## src/rtl/serial_mul.sv

```systemverilog
// serial_mul: bit-serial unsigned multiplier, one radix-2 shift-and-add step
// per clock.
//
// Each operand channel uses a valid/ready handshake, and so does the result
// channel. The two operands may arrive in either order or together. Once
// both are held, the block runs for exactly WIDTH cycles. It then presents
// the full-precision 2*WIDTH-bit product until the consumer takes it.
//
// Ports
//   clk         in   1          clock, rising edge
//   asyn_reset  in   1          asynchronous active-high reset
//   x           in   WIDTH      multiplicand (unsigned)
//   y           in   WIDTH      multiplier (unsigned)
//   product     out  2*WIDTH    x*y, registered
//   data_x_vld  in   1          x valid
//   data_x_rdy  out  1          block can accept x
//   data_y_vld  in   1          y valid
//   data_y_rdy  out  1          block can accept y
//   d_out_vld   out  1          product valid
//   d_out_rdy   in   1          consumer accepts product
module serial_mul #(
  parameter int WIDTH = 8
) (
  input  logic                 clk,
  input  logic                 asyn_reset,
  input  logic [WIDTH-1:0]     x,
  input  logic [WIDTH-1:0]     y,
  output logic [2*WIDTH-1:0]   product,
  input  logic                 data_x_vld,
  output logic                 data_x_rdy,
  input  logic                 data_y_vld,
  output logic                 data_y_rdy,
  output logic                 d_out_vld,
  input  logic                 d_out_rdy
);

  localparam int CW = (WIDTH > 1) ? $clog2(WIDTH) : 1;

  typedef enum logic [1:0] {COLLECT, BUSY, DONE} state_t;

  state_t               state, state_next;
  logic                 x_held, x_held_next;
  logic                 y_held, y_held_next;
  logic [WIDTH-1:0]     mcand, mcand_next;
  logic [WIDTH-1:0]     mplr, mplr_next;
  logic [2*WIDTH-1:0]   acc, acc_next;
  logic [CW-1:0]        cnt, cnt_next;
  logic [2*WIDTH-1:0]   product_next;
  logic                 vld_next;

  logic                 x_take, y_take;
  logic [2*WIDTH-1:0]   addend, acc_sum;

  // The ready signals are decoded from registered state only, so they never
  // form a combinational path from the valid inputs.
  assign data_x_rdy = (state == COLLECT) && !x_held;
  assign data_y_rdy = (state == COLLECT) && !y_held;

  assign x_take = data_x_vld && data_x_rdy;
  assign y_take = data_y_vld && data_y_rdy;

  // Partial product for the current bit position. The accumulator is
  // 2*WIDTH bits wide, so (2^WIDTH-1)^2 fits and no overflow can occur.
  assign addend  = {{WIDTH{1'b0}}, mcand} << cnt;
  assign acc_sum = mplr[0] ? (acc + addend) : acc;

  always_comb begin
    state_next   = state;
    x_held_next  = x_held;
    y_held_next  = y_held;
    mcand_next   = mcand;
    mplr_next    = mplr;
    acc_next     = acc;
    cnt_next     = cnt;
    product_next = product;
    vld_next     = d_out_vld;

    case (state)
      COLLECT: begin
        if (x_take) begin
          x_held_next = 1'b1;
          mcand_next  = x;
        end
        if (y_take) begin
          y_held_next = 1'b1;
          mplr_next   = y;
        end
        // Start as soon as both operands are held after this edge, whether
        // they arrived together or one was already waiting.
        if ((x_held || x_take) && (y_held || y_take)) begin
          state_next = BUSY;
          acc_next   = '0;
          cnt_next   = '0;
        end
      end

      BUSY: begin
        acc_next  = acc_sum;
        mplr_next = mplr >> 1;
        cnt_next  = cnt + CW'(1);
        if (cnt == CW'(WIDTH - 1)) begin
          product_next = acc_sum;
          vld_next     = 1'b1;
          state_next   = DONE;
        end
      end

      DONE: begin
        if (d_out_rdy) begin
          vld_next    = 1'b0;
          x_held_next = 1'b0;
          y_held_next = 1'b0;
          state_next  = COLLECT;
        end
      end

      default: state_next = COLLECT;
    endcase
  end

  always_ff @(posedge clk or posedge asyn_reset) begin
    if (asyn_reset) begin
      state     <= COLLECT;
      x_held    <= 1'b0;
      y_held    <= 1'b0;
      mcand     <= '0;
      mplr      <= '0;
      acc       <= '0;
      cnt       <= '0;
      product   <= '0;
      d_out_vld <= 1'b0;
    end else begin
      state     <= state_next;
      x_held    <= x_held_next;
      y_held    <= y_held_next;
      mcand     <= mcand_next;
      mplr      <= mplr_next;
      acc       <= acc_next;
      cnt       <= cnt_next;
      product   <= product_next;
      d_out_vld <= vld_next;
    end
  end

endmodule
```

## config.mk

```make
export PLATFORM = sky130hd
export DESIGN_NAME = serial_mul
export DESIGN_NICKNAME = d
export VERILOG_FILES = /design/src/rtl/serial_mul.sv
export SDC_FILE = /design/constraint.sdc
export NUM_CORES = 1
export LEC_CHECK = 0
export ABC_AREA = 0
export BUFFER_PORTS_ARGS = -buffer_cell sky130_fd_sc_hd__clkbuf_2
export CAP_MARGIN = 0
export CORE_UTILIZATION = 35
export DETAILED_ROUTE_END_ITERATION = 8
export GPL_ROUTABILITY_DRIVEN = 0
export GPL_TIMING_DRIVEN = 0
export PLACE_DENSITY = 0.49
export REMOVE_ABC_BUFFERS = 1
export SYNTH_ARGS = -nofsm -noshare
export SYNTH_HDL_FRONTEND = slang
export SYNTH_SLANG_ARGS = --single-unit
```

## constraint.sdc

```tcl
create_clock -name clk -period 6.8 [get_ports clk]
set_clock_uncertainty 0.15 [all_clocks]
set_input_delay 0.34 -clock clk [delete_from_list [all_inputs] [get_ports clk]]
set_output_delay 0.34 -clock clk [all_outputs]
set_load 0.1 [all_outputs]
```

==> results.yml <==
grt:
  grt.total_usage: 0.154
  grt_pass1_wl_um: 12200
  grt_pass1_vias: 2538
  grt_max_degree: 42
  antenna_found_initial: 0
  grt_overflow: 0
die:
  io_pins: 40
  core_um2: 9240
  die_area_um2: 9940
  die_w_um: 99.7
  start_util: 0.362
  fp-row-count: 35
  die_y_um: 99.7
timing:
  final-setup-viol-count: 0
  setup_tns_ns: 0
  finalHoldViolations: 0
  worstMarginPinSlew_ns: 1.20
  fin_crit_sh: 0.518
  fin_crit_ns: 3.53
  clock.fmax_ghz: 0.284
  rsz0062_at_grt: "no"
  slew_violations: 0
  maxSlewHeadroom: 0.203
worst_setup_path:
  required_ns: 6.86
  cp_max_fo: 15
  arrival_ns: 3.59
  critPathLaunch: "cnt[1]"
  r2r_start: "cnt[1]"
  critPathLaunchType: "flop"
  worstSetupPathType: "flop to flop"
  endpoint_kind: "flop"
  reg2reg_slack_ns: 3.27
  reg2regPathDepth: 13
  r2r-end: "product[15]"
clock_network:
  cts_tree: "yes"
  clk_latency_ns: 0.32
  cts-root-buf: "clkbuf_8"
  path_clk_slew_ns: 0.11
  cts_buffers: 5
  cts-htree-levels: 2
  ctsLongestPathBuffers: 2
  clock-sinks: 56
  cts_resized: 0
logic_synthesis:
  synth_compound_area_frac: 0.181
  synth.most_common_cell: "dfrtp_1"
  synth_mux_area_frac: 0.113
  synth_top_area_frac: 0.419
  async_flop_share: 1.00
  syn_inst: 353
  synth_edf_count: 0
  yosys_warnings: 0
  synth_top_family_by_area: "compound AO/OA/AOI/OAI gates"
  synthSimpleGateAreaFrac: 0.151
  synth_ff_type: "dfrtp_1"
  synth-xor-area-share: 0.0367
  synth_top_area_cell: "dfrtp_1"
  synthTopCellsByArea: "dfrtp_1 (42%), mux2i_1 (6.6%), ha_1 (6.4%)"
  ys_seq_area_frac: 0.419
  ys_seq_elements: 56
  synth.avg_cell_area_um2: 9.47
  syn_area_um2: 3340
  synth.distinct_cells: 39
  synth_common_cells: "dfrtp_1 (56), nand2_1 (52), nor2_1 (30), o21ai_0 (25), mux2i_1 (22)"
  synth_fa_ha_area_frac: 0.0696
place:
  dp_hpwl_um: 5180
  portBuffers: 39
routing:
  postRouteWirelength_um: 7160
  highest_layer: "met4"
  first_pass_iters: 4
  vias_per_cell: 4.98
  met3WireLength_um: 161
  first_iter_violations: 57
  vias: 2559
  drt-met1-wl_um: 3500
  dr_wl_met2_um: 3410
  drc: 0
  wl_per_cell_um: 13.9
  ant_nets: 0
finish:
  fillers: 959
  multiInputGateArea_um2: 1840
  final_layout_size_suffix_gt1_frac: 0.190
  regArea_um2: 1400
  nNetsFinal: 423
  area_growth_pct: 13.1
  antenna_cells: 0
worst_hold_path:
  hp-class: "input pin to flop"
  min-delay-start: "d_out_rdy"
  holdPathStages: 2
  holdPathEnd: "state[1]"
outcome:
  status: "finished, final reports clean"
job:
  cap_violations: 0
## registers in the layout, indices dropped and copies added, names as in the netlist
| signal | cells |
|---|---|
| mplr | 8 |
| mcand | 8 |
| cnt | 3 |
| d_out_vld | 1 |
| x_held | 1 |
| acc | 16 |
| product | 16 |
| state | 2 |
| y_held | 1 |
## cells by family (layout without fill, tap and decap cells)
group / Yosys count / in the layout
xor+xnor: 14 / 14
flops: 56 / 56
fa+ha+maj: 18 / 18
compound gates: 92 / 92
mux: 36 / 36
buf+inv: 24 / 56
simple gates: 113 / 113
## timing repair
item / in CTS / in global routing
hold endpoints to repair: 22 / 0
hold buffers: 1 / 0
setup buffers: 0 / 0
## critical path, stage by stage, from the launching register on
cell	delay [ns]
dfrtp_1	0.72
mux2_2	0.41
nand2_1	0.06
o21ai_0	0.10
nor2_1	0.11
a21oi_1	0.06
ha_1	0.37
and3_1	0.26
a221o_1	0.34
a21oi_2	0.19
a21oi_2	0.09
o31ai_4	0.30
xor2_1	0.18
o21ai_1	0.07
## cell usage in the layout, fill, tap and decap left out, drive strengths merged
| cell type | instances |
|---|---|
| and3 | 2 |
| inv | 6 |
| a221o | 1 |
| a21o | 7 |
| a31oi | 2 |
| nor3b | 9 |
| dlygate4sd3 | 1 |
| o22ai | 12 |
| a22o | 11 |
| nor2 | 30 |
| a21oi | 23 |
| ha | 17 |
| a41o | 1 |
| buf | 3 |
| o211ai | 1 |
| mux2i | 22 |
| mux2 | 14 |
| nand3 | 5 |
| dfrtp | 56 |
| xnor2 | 5 |
| and4 | 1 |
| nand2 | 52 |
| nand2b | 2 |
| and2 | 3 |
| nor3 | 5 |
| o31ai | 2 |
| nand4 | 1 |
| o21bai | 2 |
| o21ai | 30 |
| clkbuf | 44 |
| nor2b | 2 |
| xor2 | 9 |
| nand3b | 1 |
| fa | 1 |
| clkinv | 2 |
## layout make-up
cell class / count / area share
Multi-Input combinational cell: 273 / 0.488
Sequential cell: 56 / 0.371
Timing Repair Buffer: 43 / 0.0698
Tap cell: 129 / 0.0427
Clock buffer: 5 / 0.0182
Clock inverter: 3 / 0.00596
Inverter: 5 / 0.00497
## stage by stage
stage	cells	utilization	instance area (um^2)	setup WS, ns	hold slack, ns
after global routing	514	0.409	3780	3.03	0.0764
final	514	0.409	3780	3.27	0.0637
after global placement	502	0.392	3620	3.26	0.311
after floorplan	334	-	3260	2.88	0.276
after detailed placement	503	0.394	3640	3.23	0.257
after CTS	512	0.405	3740	3.19	0.0506
## layer usage
| layer | vias up | global-route usage |
|---|---|---|
| met5 | - | 0 |
| met4 | 0 | 0.0396 |
| met2 | 34 | 0.262 |
| li1 | 1313 | - |
| met1 | 1204 | 0.204 |
| met3 | 8 | 0.0260 |
## worst max-delay path by stage
stage	end	slack (ns)	cells after the start
3_5_place_dp	product[15]	3.23	13
3_3_place_gp	product[15]	3.26	13
5_1_grt	product[15]	3.03	11
4_1_cts	product[15]	3.19	13
2_1_floorplan	mplr[0]	2.88	5
6_report	product[15]	3.27	13
Power is not shown: default switching activity piles up to over one toggle a cycle in this logic, so the estimate is an artifact.
